`src/rtl/pc_pkg.sv`:
```
// rtl/pc_pkg.sv - shared types and constants for the program-counter sequencer
package pc_pkg;

  // Width of the program counter and the fetch address bus
  localparam int PC_W = 8;

  typedef logic [PC_W-1:0] pc_t;

  // Fetch sequencer states
  typedef enum logic [1:0] {
    IDLE   = 2'd0,
    REQ    = 2'd1,
    WAIT   = 2'd2,
    HALTED = 2'd3
  } seq_state_t;

  // Sequential step; the PC wraps modulo 2^PC_W
  localparam pc_t INC       = 8'd4;
  // PC loaded when reset is asserted
  localparam pc_t RESET_VEC = 8'h00;
  // PC loaded on a trap or on a redirect to a misaligned target
  localparam pc_t TRAP_VEC  = 8'hF0;

  // Instructions are word aligned: the two low address bits must be zero
  function automatic logic is_aligned(input pc_t addr);
    return (addr[1:0] == 2'b00);
  endfunction

endpackage

```
`src/rtl/pc_next_sel.sv`:
```
// rtl/pc_next_sel.sv - next-PC priority mux: trap, redirect, then sequential
module pc_next_sel
  import pc_pkg::*;
(
  input  logic [PC_W-1:0] i_pc,
  input  logic            i_trap_valid,
  input  logic            i_redirect_valid,
  input  logic [PC_W-1:0] i_redirect_target,
  output logic [PC_W-1:0] o_next_pc,
  output logic            o_redirect,
  output logic            o_misalign
);

  // Sequential successor; natural truncation gives the 0xFC -> 0x00 wrap
  logic [PC_W-1:0] w_seq_pc;
  assign w_seq_pc = i_pc + INC;

  // Trap beats redirect; a misaligned redirect is converted into a trap
  always_comb begin
    o_next_pc  = w_seq_pc;
    o_redirect = 1'b0;
    o_misalign = 1'b0;
    if (i_trap_valid) begin
      o_next_pc  = TRAP_VEC;
      o_redirect = 1'b1;
    end else if (i_redirect_valid) begin
      o_redirect = 1'b1;
      if (is_aligned(i_redirect_target)) begin
        o_next_pc = i_redirect_target;
      end else begin
        o_next_pc  = TRAP_VEC;
        o_misalign = 1'b1;
      end
    end
  end

endmodule

```
`src/rtl/pc_sequencer.sv`:
```
// rtl/pc_sequencer.sv - PC owner and instruction fetch sequencer
module pc_sequencer
  import pc_pkg::*;
(
  input  logic            clk,
  input  logic            rst_n,
  input  logic            start,
  input  logic            halt_req,
  input  logic            stall,
  input  logic            redirect_valid,
  input  logic [PC_W-1:0] redirect_target,
  input  logic            trap_valid,
  output logic            fetch_valid,
  output logic [PC_W-1:0] fetch_addr,
  input  logic            fetch_ready,
  input  logic            rsp_valid,
  output logic            issue_valid,
  output logic [PC_W-1:0] issue_pc,
  output logic            misalign_err,
  output logic            running
);

  seq_state_t      r_state;
  logic [PC_W-1:0] r_pc;
  logic [PC_W-1:0] r_req_pc;
  logic            r_pend_valid;
  logic [PC_W-1:0] r_pend_target;
  logic            r_halt_pend;
  logic            r_issue_valid;
  logic [PC_W-1:0] r_issue_pc;
  logic            r_misalign_err;

  logic [PC_W-1:0] w_next_pc;
  logic            w_redirect;
  logic            w_misalign;
  logic            w_fetch_valid;
  logic            w_handshake;

  pc_next_sel u_next_sel (
    .i_pc              (r_pc),
    .i_trap_valid      (trap_valid),
    .i_redirect_valid  (redirect_valid),
    .i_redirect_target (redirect_target),
    .o_next_pc         (w_next_pc),
    .o_redirect        (w_redirect),
    .o_misalign        (w_misalign)
  );

  // Request is decoded from the registered state and stall only, so the
  // memory's ready never loops back combinationally into fetch_valid
  assign w_fetch_valid = (r_state == REQ) && !stall;
  assign w_handshake   = w_fetch_valid && fetch_ready;

  assign fetch_valid  = w_fetch_valid;
  assign fetch_addr   = r_pc;
  assign running      = (r_state == REQ) || (r_state == WAIT);
  assign issue_valid  = r_issue_valid;
  assign issue_pc     = r_issue_pc;
  assign misalign_err = r_misalign_err;

  // Fetch FSM: PC update, outstanding-request bookkeeping and issue pulse
  always_ff @(posedge clk or negedge rst_n) begin
    if (!rst_n) begin
      r_state        <= IDLE;
      r_pc           <= RESET_VEC;
      r_req_pc       <= RESET_VEC;
      r_pend_valid   <= 1'b0;
      r_pend_target  <= RESET_VEC;
      r_halt_pend    <= 1'b0;
      r_issue_valid  <= 1'b0;
      r_issue_pc     <= '0;
      r_misalign_err <= 1'b0;
    end else begin
      r_issue_valid  <= 1'b0;
      r_misalign_err <= w_misalign;
      case (r_state)
        IDLE, HALTED: begin
          // Not fetching: control flow changes only move the PC
          if (w_redirect) begin
            r_pc <= w_next_pc;
          end
          if (start) begin
            r_state <= REQ;
          end
        end

        REQ: begin
          if (w_handshake) begin
            r_state  <= WAIT;
            r_req_pc <= r_pc;
            // The request just left; remember the new PC and drop its response
            if (w_redirect) begin
              r_pend_valid  <= 1'b1;
              r_pend_target <= w_next_pc;
            end
            if (halt_req) begin
              r_halt_pend <= 1'b1;
            end
          end else begin
            if (w_redirect) begin
              r_pc <= w_next_pc;
            end
            if (halt_req) begin
              r_state <= HALTED;
            end
          end
        end

        WAIT: begin
          if (halt_req) begin
            r_halt_pend <= 1'b1;
          end
          if (rsp_valid) begin
            if (w_redirect) begin
              // Same-cycle redirect wins over any older pending target
              r_pc <= w_next_pc;
            end else if (r_pend_valid) begin
              r_pc <= r_pend_target;
            end else begin
              r_issue_valid <= 1'b1;
              r_issue_pc    <= r_req_pc;
              r_pc          <= w_next_pc;
            end
            r_pend_valid <= 1'b0;
            r_halt_pend  <= 1'b0;
            r_state      <= (r_halt_pend || halt_req) ? HALTED : REQ;
          end else if (w_redirect) begin
            // Latest redirect while waiting overwrites the pending target
            r_pend_valid  <= 1'b1;
            r_pend_target <= w_next_pc;
          end
        end

        default: begin
          r_state <= IDLE;
        end
      endcase
    end
  end

endmodule

```
`config.mk`:
```
export PLATFORM = sky130hd
export DESIGN_NAME = pc_sequencer
export DESIGN_NICKNAME = d
export VERILOG_FILES = /design/src/rtl/pc_pkg.sv /design/src/rtl/pc_next_sel.sv /design/src/rtl/pc_sequencer.sv
export SDC_FILE = /design/constraint.sdc
export NUM_CORES = 1
export LEC_CHECK = 0
export BUFFER_PORTS_ARGS = -buffer_cell sky130_fd_sc_hd__buf_2
export CORE_MARGIN = 2
export CORE_UTILIZATION = 54
export DETAILED_ROUTE_END_ITERATION = 7
export GPL_TIMING_DRIVEN = 0
export HOLD_SLACK_MARGIN = 0.08
export PLACE_DENSITY = 0.78
export RECOVER_POWER = 100
export SYNTH_ARGS = -nofsm -noshare
export SYNTH_HDL_FRONTEND = slang
export SYNTH_HIERARCHICAL = 1
export SYNTH_SLANG_ARGS = --single-unit
```
`constraint.sdc`:
```
create_clock -name clk -period 2.3 [get_ports clk]
set_clock_uncertainty 0.15 [all_clocks]
set_input_delay 0.115 -clock clk [delete_from_list [all_inputs] [get_ports clk]]
set_output_delay 0.115 -clock clk [all_outputs]
set_load 0.02 [all_outputs]
```
==> out/results.txt <==
Hold Buf Count CTS = 9
Die width = 63.1 µm
Reg-to-reg slack, setup = 0.21 ns
Iteration-0 DRC Markers = 65
Residual DRC = 0
Die area = 3980 µm²
Hold depth = 4
Top cells by area, synth = dfrtp_1 (50%), mux2_2 (15%), mux2_4 (6.4%), nand2_1 (4.8%), a21oi_1 (2.1%)
Layout Nets = 229
RSZ-0062 raised after global routing = false
N_diodes = 0
Worst Path Required = 2.39 ns
Via count = 1370
CTS Root Cell = clkbuf_4
CTS H-tree lvls = 2
Sequential area share after synthesis = 0.504
Final hold vios = 0
Hold Slack = 0.0926 ns
Largest net degree at the start of global routing = 39
Worst r2r path cells = 5
Vias in the first global route = 1380
DRT Wirelength = 3.90 mm
Proportion of layout cells with a drive suffix above 1 = 0.276
Synthesized net count = 178
Synthesized cell area = 1890 µm²
Fin Setup TNS = 0 ns
Kind of critical path = input port to register
Crit path cell chain = dlygate4sd3_1 > buf_2 > nor2_1 > inv_1 > nand3b_4 > mux2_2 > mux2_2
CP most frequent cell = mux2_2
Post-CTS Setup Bufs = 0
Num rows = 21
Starting Density = 0.565
Crit path DAT = 2.18 ns
Fillers = 280
Syn-to-layout area delta = 18.4%
Asr flop ratio synth = 1.00
HPWL Detailed = 2.70 mm
Synth unique cells = 35
Hold path endpoint = r_pend_target[6]
Pwr dens = 997 nW/µm²
Max Clk Rate = 0.479 GHz
Leak = 1.03 nW
Hold_sp = redirect_target[6]
Most common cell in the synthesized netlist = dfrtp_1
Global route overflow = 0
Slew headroom = 0.383
CP startpoint kind = input port
Largest stage delay on the critical path = 0.52 ns
Post-synth EDFFs = 0
CTS sink count = 38
GRT Total Usage = 0.221
Top post-synthesis cells by count = dfrtp_1 (38), mux2_2 (25), nand2_1 (24)
Crit Path Max Fanout = 9
Delay-heaviest family, CP = buffers and inverters
Num CTS Buffers = 5
Fin area = 2230 µm²
Clock slew at reported path FFs = 0.11 ns
Via/cell ratio = 5.35
Element type at the critical path end = register
Slew Limit Fails = 0
First-pass GRT wire length = 6.77 mm
Clock Latency Late Sink = 0.34 ns
Placer congestion estimate = 0.782
Die Span Y = 63.1 µm
Synth Register Bits = 38
Worst Hold Class = input port to register
Clk buf depth = 2
CTS tree = done
Synthesized area per cell = 11.9 µm²
Routed Antenna Nets = 0
Post-Syn Instances = 158
Detailed-route wire length per cell = 15.2 µm
R2R Path Start = fetch_addr[2]
Initial antenna violation count = 0
Reg-to-reg critical path endpoint = fetch_addr[7]
Top_reg_cell synth = dfrtp_1
Maximum vdd ir drop = 0.000654 V
Fin crit share = 0.908
Ports = 37
Ys Warns = 6
Synth area leader = dfrtp_1
Worst slew pin tran = 0.925 ns
Post-DP Area = 2120 µm²
CP max-delay cell = dlygate4sd3_1
Status = finished, final reports clean
Number of max-cap violations = 0
PostCTS Resize Cnt = 0
I/O Buffers = 35
Final min period = 2.09 ns
CP Buf/Inv Count = 3
First-pass DRT Iterations = 4
Synth top area share = 0.504
Final setup vio count = 0
Core region area = 3340 µm²
per-stage QoR:
stage	worst slack, ns	cells	util	total power (W)
floorplan	0.309	158	-	0.00161
global route	0.112	256	0.669	0.00238
global placement	0.307	239	0.635	0.00181
finish	0.211	256	0.669	0.00223
CTS	0.233	256	0.687	0.00233
detailed placement	0.251	239	0.635	0.00186
cell usage in the layout, fill, tap and decap left out, drive strengths merged, types with 2 or more instances in the layout:
cell and instances:
buf 15, clkinvlp 2, inv 7, a21oi 9, clkbuf 28, mux2 33, o21ai 4, nand2 25
and4 2, nand2b 3, ha 3, xor2 2, nor2 6, nor3b 2, nand3b 2, and2 2
dfrtp 38, nor3 4, dlygate4sd3 9
report_power, final:
| part | switching [W] | internal (W) |
|---|---|---|
| clock | 0.000227 | 0.000228 |
| sequential | 0.000139 | 0.000845 |
| combinational | 0.000456 | 0.000331 |
area by class of cell:
type | instances | area (µm²) | share of cell area
well taps | 46 | 57.6 | 0.0258
clock buffers | 5 | 37.5 | 0.0168
multi-input cells | 110 | 862 | 0.386
inverters | 7 | 26.3 | 0.0118
repair buffers | 44 | 240 | 0.108
plain buffers | 3 | 13.8 | 0.00616
flip-flops and latches | 38 | 951 | 0.426
clock inverters | 3 | 45.0 | 0.0202
worst min-delay path: stages:
cell	delay [ns]
buf_2	0.08
nor3_1	0.04
a21oi_1	0.17
mux2_1	0.16
metal layers:
layer | up-vias | share of wire | GRT usage
li1 | 658 | - | -
met1 | 668 | 0.44 | 0.276
met2 | 38 | 0.50 | 0.375
met3 | 6 | 0.048 | 0.0607
met4 | 0 | 0.013 | 0.0667
met5 | - | 0 | 0
how the worst max path moves through the flow:
stage                             start             to  slack (ns)  depth (start not counted)
after floorplan           fetch_addr[2]  fetch_addr[7]        0.31                          5
after global placement    fetch_addr[2]  fetch_addr[7]        0.31                          5
after detailed placement  fetch_addr[2]  fetch_addr[7]        0.25                          5
after CTS                    trap_valid  fetch_addr[0]        0.23                          7
after global routing         trap_valid    issue_pc[1]        0.11                          6
final                        trap_valid  fetch_addr[0]        0.21                          7
registers in the layout (all words and copies together) (netlist names):
signal / count
fetch_addr: 8
issue_pc: 8
issue_valid: 1
misalign_err: 1
r_halt_pend: 1
r_pend_target: 8
r_pend_valid: 1
r_req_pc: 8
r_state: 2
kinds of logic after synthesis:
logic type                 synth area share
AOI/OAI and AO/OA                    0.0710
xor gates and xnor gates            0.00929
adders and majority gates            0.0199
buffers and inverters                0.0252
DFF                                   0.504
muxes                                 0.213
and+or+nand+nor                       0.158
No activity file was read; power rests on OpenSTA's default activity.
